[src/rtl/pipeline_sched.sv]
// Purpose : round-robin scheduler sharing one 4-lane summation pipeline among NREQ requesters.
// Latency : grant 1 cycle after req_valid; beats pass combinationally; rsp 1 cycle after pipe_done.
// Backpres: requester backpressured via req_ready; no grant while MAX_INFLIGHT packets are outstanding.
//
// Ports:
//   clk, rst (async active-low)
//   req_valid/req_data/req_ready : per-requester beat handshake, 4 lanes of W bits each
//   pipe_in1..4/pipe_en          : beat towards the pipeline
//   pipe_done                    : pipeline completion pulse, one per packet
//   rsp_valid/rsp_id             : requester ID of the completed packet (registered)
//   gnt_id/busy/inflight         : status
//   err_underflow                : sticky, completion seen with no packet outstanding
module pipeline_sched #(
    parameter int NREQ         = 4,
    parameter int W            = 32,
    parameter int BEATS        = 4,
    parameter int MAX_INFLIGHT = 4,
    parameter int GAP_CYCLES   = 1
) (
    input  logic                          clk,
    input  logic                          rst,
    input  logic [NREQ-1:0]               req_valid,
    input  logic [NREQ*4*W-1:0]           req_data,
    output logic [NREQ-1:0]               req_ready,
    output logic [W-1:0]                  pipe_in1,
    output logic [W-1:0]                  pipe_in2,
    output logic [W-1:0]                  pipe_in3,
    output logic [W-1:0]                  pipe_in4,
    output logic                          pipe_en,
    input  logic                          pipe_done,
    output logic                          rsp_valid,
    output logic [$clog2(NREQ)-1:0]       rsp_id,
    output logic [$clog2(NREQ)-1:0]       gnt_id,
    output logic                          busy,
    output logic [$clog2(MAX_INFLIGHT):0] inflight,
    output logic                          err_underflow
);

    localparam int IDW = $clog2(NREQ);
    localparam int CW  = $clog2(MAX_INFLIGHT) + 1;
    localparam int AW  = (MAX_INFLIGHT > 1) ? $clog2(MAX_INFLIGHT) : 1;
    localparam int BW  = (BEATS > 1) ? $clog2(BEATS) : 1;
    localparam int GW  = $clog2(GAP_CYCLES + 1) + 1;

    typedef enum logic [1:0] {S_IDLE, S_SEND, S_GAP} state_t;

    state_t           r_state;
    state_t           w_next_state;
    logic [IDW-1:0]   r_gnt;
    logic [IDW-1:0]   r_ptr;        // first requester examined by the next scan
    logic [BW-1:0]    r_beat;
    logic [GW-1:0]    r_gap;
    logic [IDW-1:0]   r_fifo [MAX_INFLIGHT];
    logic [AW-1:0]    r_wr_ptr;
    logic [AW-1:0]    r_rd_ptr;
    logic [CW-1:0]    r_inflight;
    logic             r_rsp_vld;
    logic [IDW-1:0]   r_rsp_id;
    logic             r_err;

    logic             w_any;
    logic [IDW-1:0]   w_pick;
    logic             w_grant;
    logic             w_accept;
    logic             w_last;
    logic             w_pop;
    logic [4*W-1:0]   w_lanes;

    // Round-robin pick: walk offsets downwards so the smallest offset from r_ptr wins.
    always_comb begin
        w_any  = 1'b0;
        w_pick = '0;
        for (int k = NREQ - 1; k >= 0; k--) begin
            if (req_valid[(int'(r_ptr) + k) % NREQ]) begin
                w_any  = 1'b1;
                w_pick = IDW'((int'(r_ptr) + k) % NREQ);
            end
        end
    end

    assign w_grant  = (r_state == S_IDLE) && w_any && (r_inflight < CW'(MAX_INFLIGHT));
    assign w_accept = (r_state == S_SEND) && req_valid[r_gnt];
    assign w_last   = w_accept && (r_beat == BW'(BEATS - 1));
    // Pop uses the pre-push occupancy, so a push into an empty FIFO cannot satisfy a same-cycle done.
    assign w_pop    = pipe_done && (r_inflight != '0);

    // State register
    always_ff @(posedge clk or negedge rst) begin
        if (!rst) begin
            r_state <= S_IDLE;
        end else begin
            r_state <= w_next_state;
        end
    end

    // Next-state logic
    always_comb begin
        w_next_state = r_state;
        case (r_state)
            S_IDLE: if (w_grant) w_next_state = S_SEND;
            S_SEND: if (w_last)  w_next_state = (GAP_CYCLES > 0) ? S_GAP : S_IDLE;
            S_GAP:  if (r_gap == GW'(GAP_CYCLES - 1)) w_next_state = S_IDLE;
            default: w_next_state = S_IDLE;
        endcase
    end

    // Output logic
    always_comb begin
        w_lanes = '0;
        for (int i = 0; i < NREQ; i++) begin
            if (r_gnt == IDW'(i)) w_lanes = req_data[i*4*W +: 4*W];
        end
        req_ready = '0;
        if (w_accept) req_ready[r_gnt] = 1'b1;
        pipe_en  = w_accept;
        pipe_in1 = w_accept ? w_lanes[0*W +: W] : '0;
        pipe_in2 = w_accept ? w_lanes[1*W +: W] : '0;
        pipe_in3 = w_accept ? w_lanes[2*W +: W] : '0;
        pipe_in4 = w_accept ? w_lanes[3*W +: W] : '0;
        busy     = (r_state != S_IDLE);
    end

    // Grant, beat and gap counters
    always_ff @(posedge clk or negedge rst) begin
        if (!rst) begin
            r_gnt  <= '0;
            r_ptr  <= '0;
            r_beat <= '0;
            r_gap  <= '0;
        end else begin
            if (w_grant) begin
                r_gnt  <= w_pick;
                r_ptr  <= IDW'((int'(w_pick) + 1) % NREQ);
                r_beat <= '0;
            end else if (w_accept) begin
                r_beat <= w_last ? '0 : r_beat + BW'(1);
            end
            if (w_last) begin
                r_gap <= '0;
            end else if (r_state == S_GAP) begin
                r_gap <= r_gap + GW'(1);
            end
        end
    end

    // Tag FIFO, credit count and response register
    always_ff @(posedge clk or negedge rst) begin
        if (!rst) begin
            for (int i = 0; i < MAX_INFLIGHT; i++) r_fifo[i] <= '0;
            r_wr_ptr   <= '0;
            r_rd_ptr   <= '0;
            r_inflight <= '0;
            r_rsp_vld  <= 1'b0;
            r_rsp_id   <= '0;
            r_err      <= 1'b0;
        end else begin
            if (w_last) begin
                r_fifo[r_wr_ptr] <= r_gnt;
                r_wr_ptr <= (r_wr_ptr == AW'(MAX_INFLIGHT - 1)) ? '0 : r_wr_ptr + AW'(1);
            end
            if (w_pop) begin
                r_rd_ptr <= (r_rd_ptr == AW'(MAX_INFLIGHT - 1)) ? '0 : r_rd_ptr + AW'(1);
                r_rsp_id <= r_fifo[r_rd_ptr];
            end
            case ({w_last, w_pop})
                2'b10:   r_inflight <= r_inflight + CW'(1);
                2'b01:   r_inflight <= r_inflight - CW'(1);
                default: r_inflight <= r_inflight;
            endcase
            r_rsp_vld <= w_pop;
            if (pipe_done && (r_inflight == '0)) r_err <= 1'b1;
        end
    end

    assign gnt_id        = r_gnt;
    assign rsp_valid     = r_rsp_vld;
    assign rsp_id        = r_rsp_id;
    assign inflight      = r_inflight;
    assign err_underflow = r_err;

endmodule

[config.mk]
export PLATFORM = sky130hd
export DESIGN_NAME = pipeline_sched
export DESIGN_NICKNAME = d
export VERILOG_FILES = /design/src/rtl/pipeline_sched.sv
export SDC_FILE = /design/constraint.sdc
export NUM_CORES = 1
export LEC_CHECK = 0
export ABC_AREA = 1
export BUFFER_PORTS_ARGS = -buffer_cell sky130_fd_sc_hd__buf_2
export CAP_MARGIN = 25
export CORE_AREA = 2 2 257 259
export DETAILED_ROUTE_END_ITERATION = 6
export DIE_AREA = 0 0 259 261
export PLACE_DENSITY_LB_ADDON = 0.3
export SYNTH_ARGS = -nofsm -noshare
export SYNTH_HDL_FRONTEND = slang
export SYNTH_SLANG_ARGS = --single-unit
[constraint.sdc]
create_clock -name clk -period 2.95 [get_ports clk]
set_input_delay 0.1475 -clock clk [delete_from_list [all_inputs] [get_ports clk]]
set_output_delay 0.1475 -clock clk [all_outputs]
set_load 0.05 [all_outputs]
## Word level (Yosys, flattened, before mapping)

Index checks and enable logic that the tools add are counted.

| word-level totals | value |
|---|---|
| flip-flop bits (word level) | 29 |
| latch bits | 0 |
| RAM bits | 0 |
| memory bits (read-only) | 0 |
| output and inout bits | 143 |
| memories | 0 |

| operators by class | value |
|---|---|
| add/subtract/negate cells | 10 |
| $mul | 0 |
| divide/modulo/power cells | 0 |
| $lt $le $gt $ge | 10 |
| equal/unequal tests | 13 |
| shifts and indexed selects | 0 |
| multiplexer cells | 50 |
| bitwise operators | 5 |
| reduce and logical (&&, ||, !) cells | 21 |

Operators with widths:

| cell | number |
|---|---|
| $mux W128 | 4 |
| $mux W32 | 4 |
| $mux W2 | 17 |
| $eq A2 B2 Y1 const B | 7 |
| $mux W1 | 13 |
| $add A2 B1 Y2 const B | 6 |
| $lt A3 B4 Y1 const B | 3 |
| $bmux W1 S2 | 5 |
| $bwmux W8 | 1 |
| $logic_and A1 B1 Y1 | 8 |
| $reduce_bool A2 Y1 | 4 |
| $eq A2 B1 Y1 const B | 3 |
| $ge A3 B3 Y1 const B | 2 |
| $logic_not A2 Y1 | 3 |
| $lt A2 B3 Y1 const B | 2 |
| $ne A2 B2 Y1 const B | 3 |
| $not A2 Y3 | 2 |
| $pmux W2 S3 | 1 |
| $pmux W3 S2 | 1 |
| $reduce_or A2 Y1 | 3 |
| $add A2 B2 Y2 const B | 2 |
| $bmux W2 S2 | 1 |
| $demux W2 S2 | 1 |
| $mux W4 | 1 |
| 10 further kinds | 12 |

## Logic depth before layout (Yosys ltp)

| depth | value |
|---|---|
| depth after elaboration | 14 |
| depth in mapped cells | 14 |
| mapped depth without buffers | 13 |

## Worst setup path after synthesis

Ideal clock, no wire load.

| timing path | value |
|---|---|
| path type | reg2out |
| start point | register r_gnt[1], in the netlist gnt_id[1] |
| end point | output pipe_in1[0] |
| arrival time | 2.721 ns |
| data required time | 2.803 ns |
| slack | 0.081 ns |
| cell stages (with the launch flop) | 6 |
| buffers on the path | 3 |
| cells stage by stage | dfrtp_1 > buf_4 > buf_2 > clkbuf_1 > o21ai_0 > a311oi_1 |

| between the ends | value |
|---|---|
| cells in the longest elaborated chain, start to end | 6 |
| elaborated cells on any way between the ends | 12 |
| classes of those cells | eq/ne (3); mux (7); reduce/logical (2) |

RTL lines:

| element | line | RTL |
|---|---|---|
| start, declared | 49 | `logic [IDW-1:0] r_gnt;` |
| start signal, assigned | 132 | `r_gnt <= w_pick;` |
| $logic_not A2 Y1 | 111 | `if (r_gnt == IDW'(i)) w_lanes = req_data[i*4*W +: 4*W];` |
| $mux W128 (4 in series) | 111 |  |
| $mux W32 * | 116 | `pipe_in1 = w_accept ? w_lanes[0*W +: W] : '0;` |
| end, declared | 25 | `output logic [W-1:0] pipe_in1,` |

Every way passes the cells marked *; elsewhere a longest branch is shown, timed or not. The select of a mux whose other input is x is not followed.

## Worst setup path in the final report

| timing path | value |
|---|---|
| start point | register r_gnt[0], in the netlist gnt_id[0] |
| end point | output pipe_in2[20] |

| between the ends | value |
|---|---|
| cells in the longest elaborated chain, start to end | 6 |
| elaborated cells on any way between the ends | 12 |
| classes of those cells | eq/ne (3); mux (7); reduce/logical (2) |

RTL lines:

| element | line | RTL |
|---|---|---|
| $logic_not A2 Y1 | 111 |  |
| $mux W128 (4 in series) | 111 |  |
| $mux W32 * | 117 | `pipe_in2 = w_accept ? w_lanes[1*W +: W] : '0;` |
| end, declared | 26 | `output logic [W-1:0] pipe_in2,` |

Marks and branches as above.

==> Implementation_results.wiki <==
{| class="wikitable"
! Metric !! Value
|-
| Minimum period implied by the final worst setup slack || 2.72 ns
|-
| TritonCTS clock tree || done
|-
| WS Path Type || flip-flop to output pin
|-
| Finish-stage setup viols || 0
|-
| Final net count || 2066
|-
| Most area-hungry cell type in the Yosys netlist || sky130_fd_sc_hd__o21ai_0
|-
| Hold Fails Final Rpt || 0
|-
| Number of pins with negative max-slew slack in the final report || 0
|-
| Routed len/inst || 18.5 um
|-
| Crit path DAT || ~2.6 ns
|-
| Drc violations || 0
|-
| Clock latency on the worst-skew pair || 0.27 ns
|-
| Transition time at the pin with the least slew margin || 0.752 ns
|-
| Number of fill cells in the layout || 7681
|-
| Type of origin of the critical path || flip-flop
|-
| First-pass DRT Iterations || 5
|-
| Worst slack after detailed placement || 0.334 ns
|-
| Path class of the lowest-slack min-delay path || input pin to flip-flop
|-
| Top post-synthesis cells by area || sky130_fd_sc_hd__o21ai_0 18%, sky130_fd_sc_hd__dfrtp_1 14%, sky130_fd_sc_hd__nand2_1 14%
|-
| Std-Cell Core Area || about 65000 sq um
|-
| GRT Residual Overflow || 0
|-
| Warnings, synthesis || 0
|-
| Most frequent cells in the layout || 653 x sky130_fd_sc_hd__buf_2, 192 x sky130_fd_sc_hd__o21ai_0, 191 x sky130_fd_sc_hd__nand2_1
|-
| Power density over the cells || 1240 nW/um^2
|-
| Endpoint required time on the critical path || around 2.8 ns
|-
| Area used by multi-input combinational logic || 4060 sq um
|-
| Number of top-level design ports || 662
|-
| Maximum frequency from static timing analysis || 368 MHz
|-
| RSZ-0062 raised after global routing || false
|-
| Commonest non-fill, non-tap cell in the layout || sky130_fd_sc_hd__buf_2
|-
| Via density || around 3.9
|-
| Post-cts repair resize count || 0
|-
| Share of cells above drive strength 1 || 46.5%
|-
| Maximum number of pins on one net before global-route repair || between 90 and 100
|-
| Final worst-path setup slack || 0.231 ns
|-
| Maximum level of the CTS H-tree || 2
|-
| Netlist area before placement || 5310 sq um
|-
| Number of clock sinks || 29
|-
| Max-cap violation count || 0
|-
| Wire length of the first global-routing pass || just over 60 mm
|-
| Hold-fix buffers, CTS || 1
|-
| Die X || 259 um
|-
| Clock buffers created by TritonCTS || 5
|-
| Worst VDD drop || about 0.72 mV
|-
| Antenna violations before repair || 33
|-
| Mean cell area of the mapped netlist || 5.63 sq um
|-
| Total of buffers placed on input and output ports || 661
|-
| Maximum clock skew at final layout || between 0.004 and 0.005 ns
|-
| Root buffer selected by CTS || sky130_fd_sc_hd__clkbuf_16
|-
| Layout overhead on the synthesized area || 86.1%
|-
| Slew HR || 49.9%
|-
| Hpwl dp || 36.8 mm
|-
| Accumulated negative setup slack || 0 ns
|-
| Share of the yosys chip area belonging to registers || 13.7%
|-
| DRC violation total after the first TritonRoute iteration || 437
|-
| Overall track demand over capacity in global routing || 12.1%
|-
| Initial cell density of the core || between 8 and 9%
|-
| Final estimated routing congestion in global placement || 0.904
|-
| Cell count after synthesis || 942
|-
| Register Area || 731 sq um
|-
| DRT antenna net count || 0
|-
| Die Ht || 261 um
|-
| Share of the clock period used by the worst path || 92.2%
|-
| Element type at the critical path end || output pin
|-
| Net count after synthesis || 1470
|-
| DR vias || 9468
|-
| Total Die Area || 67600 sq um
|-
| Maximum clock insertion buffer count || 2
|-
| Post-CTS setup repair buffer count || 0
|-
| Cell variety after synth || 34
|-
| Via count of the first global-routing pass || 8983
|-
| Total Wirelength || 44.6 mm
|-
| Synthesis-stage register bit count || 29
|-
| Status || finished, final reports clean
|-
| Core Rows || 94
|-
| Clock transition time at the flip-flop clock pins of the worst setup and hold paths || around 0.050 ns
|-
| Area share of the leading cell type in the synthesized netlist || 18.1%
|-
| Leak Pwr || 4.81 nW
|-
| Critical-path maximum fanout || 69
|}
## stage by stage
step	total power, W	utilization [%]	instance area [sq um]	std cells	hold WS (ns)
floorplan	0.00851	-	5310	942	-0.148
CTS	0.0124	15.1	9850	2402	0.139
global placement	0.0119	14.9	9700	2394	0.235
finish	0.0123	15.2	9880	2414	0.146
detailed placement	0.0118	14.9	9700	2394	0.241
global route	0.0131	15.2	9860	2406	0.147
## worst max-delay path, stage by stage (launching register included)
cell                       delay [ns]
sky130_fd_sc_hd__dfrtp_4         0.59
sky130_fd_sc_hd__inv_2           0.15
sky130_fd_sc_hd__buf_4           0.21
sky130_fd_sc_hd__a31oi_1         0.10
sky130_fd_sc_hd__nand2_1         0.18
sky130_fd_sc_hd__nand2_8         0.09
sky130_fd_sc_hd__buf_12          0.19
sky130_fd_sc_hd__a311oi_2        0.45
sky130_fd_sc_hd__buf_12          0.20
## kinds of logic after synthesis
kind of cell | count (synthesis) | share of synthesized area, %
xor+xnor | 2 | 0.330
compound gates | 345 | 40.4
simple gates | 430 | 33.1
fa+ha+maj | 9 | 2.26
buf+inv | 127 | 10.3
flops | 29 | 13.7
## path summary, 6_finish.rpt
path | start | end | slack [ns] | depth (start not counted)
worst min-delay path | pipe_done | err_underflow$_DFFE_PN0P_ | 0.15 | 2
worst max-delay path | gnt_id[0]$_DFFE_PN0P_ | pipe_in2[20] | 0.23 | 8
worst max register to register | gnt_id[0]$_DFFE_PN0P_ | inflight[2]$_DFFE_PN0P_ | 0.30 | 13
worst min register to register | err_underflow$_DFFE_PN0P_ | err_underflow$_DFFE_PN0P_ | 0.46 | 1
min in group asynchronous | rst | rsp_valid$_DFF_PN0_ | 0.48 | 2
max in group asynchronous | rst | gnt_id[0]$_DFFE_PN0P_ | 1.96 | 2
## final cells by class
type | count | area share (%)
Timing Repair Buffer | 681 | 37.5
Inverter | 35 | 1.36
Multi-Input combinational cell | 786 | 41.0
Antenna cell | 12 | 0.304
Clock buffer | 7 | 1.44
Tap cell | 864 | 10.9
Sequential cell | 29 | 7.40
## synth_stat cells (all sizes together)
cell    count
ha          8
o21bai      1
o21ai     204
o21a        4
a31o        1
nor2      156
xnor2       1
dfrtp      29
clkbuf     49
nand2     199
clkinv      2
buf        43
nand3      13
o22ai      61
fa          1
xor2        1
o31ai       1
inv        33
a22oi       1
nor3       62
a31oi       3
a21oi       2
a311oi     67
## registers in the layout, summed over array words and instances (netlist names)
register / cells
rsp_id: 2
r_gap: 2
r_wr_ptr: 2
gnt_id: 2
inflight: 3
r_state: 2
err_underflow: 1
rsp_valid: 1
r_fifo: 8
r_beat: 2
r_ptr: 2
r_rd_ptr: 2
## metal layers
layer	global-route usage, %	vias up	routed length [um]
met5	0	-	23
met1	14.2	4272	17700
li1	-	4556	-
met3	2.54	72	3810
met2	22.7	564	22200
met4	2.39	4	963
## report_power, final
group | leakage, nW | total, W | switching [W] | internal, W
combinational | 4.38 | 0.0110 | 0.00820 | 0.00279
clock | 0.0701 | 0.000493 | 0.000163 | 0.000330
sequential | 0.358 | 0.000777 | 0.000206 | 0.000571
total | 4.81 | 0.0123 | 0.00857 | 0.00369
No activity file was read; power rests on OpenSTA's default activity.
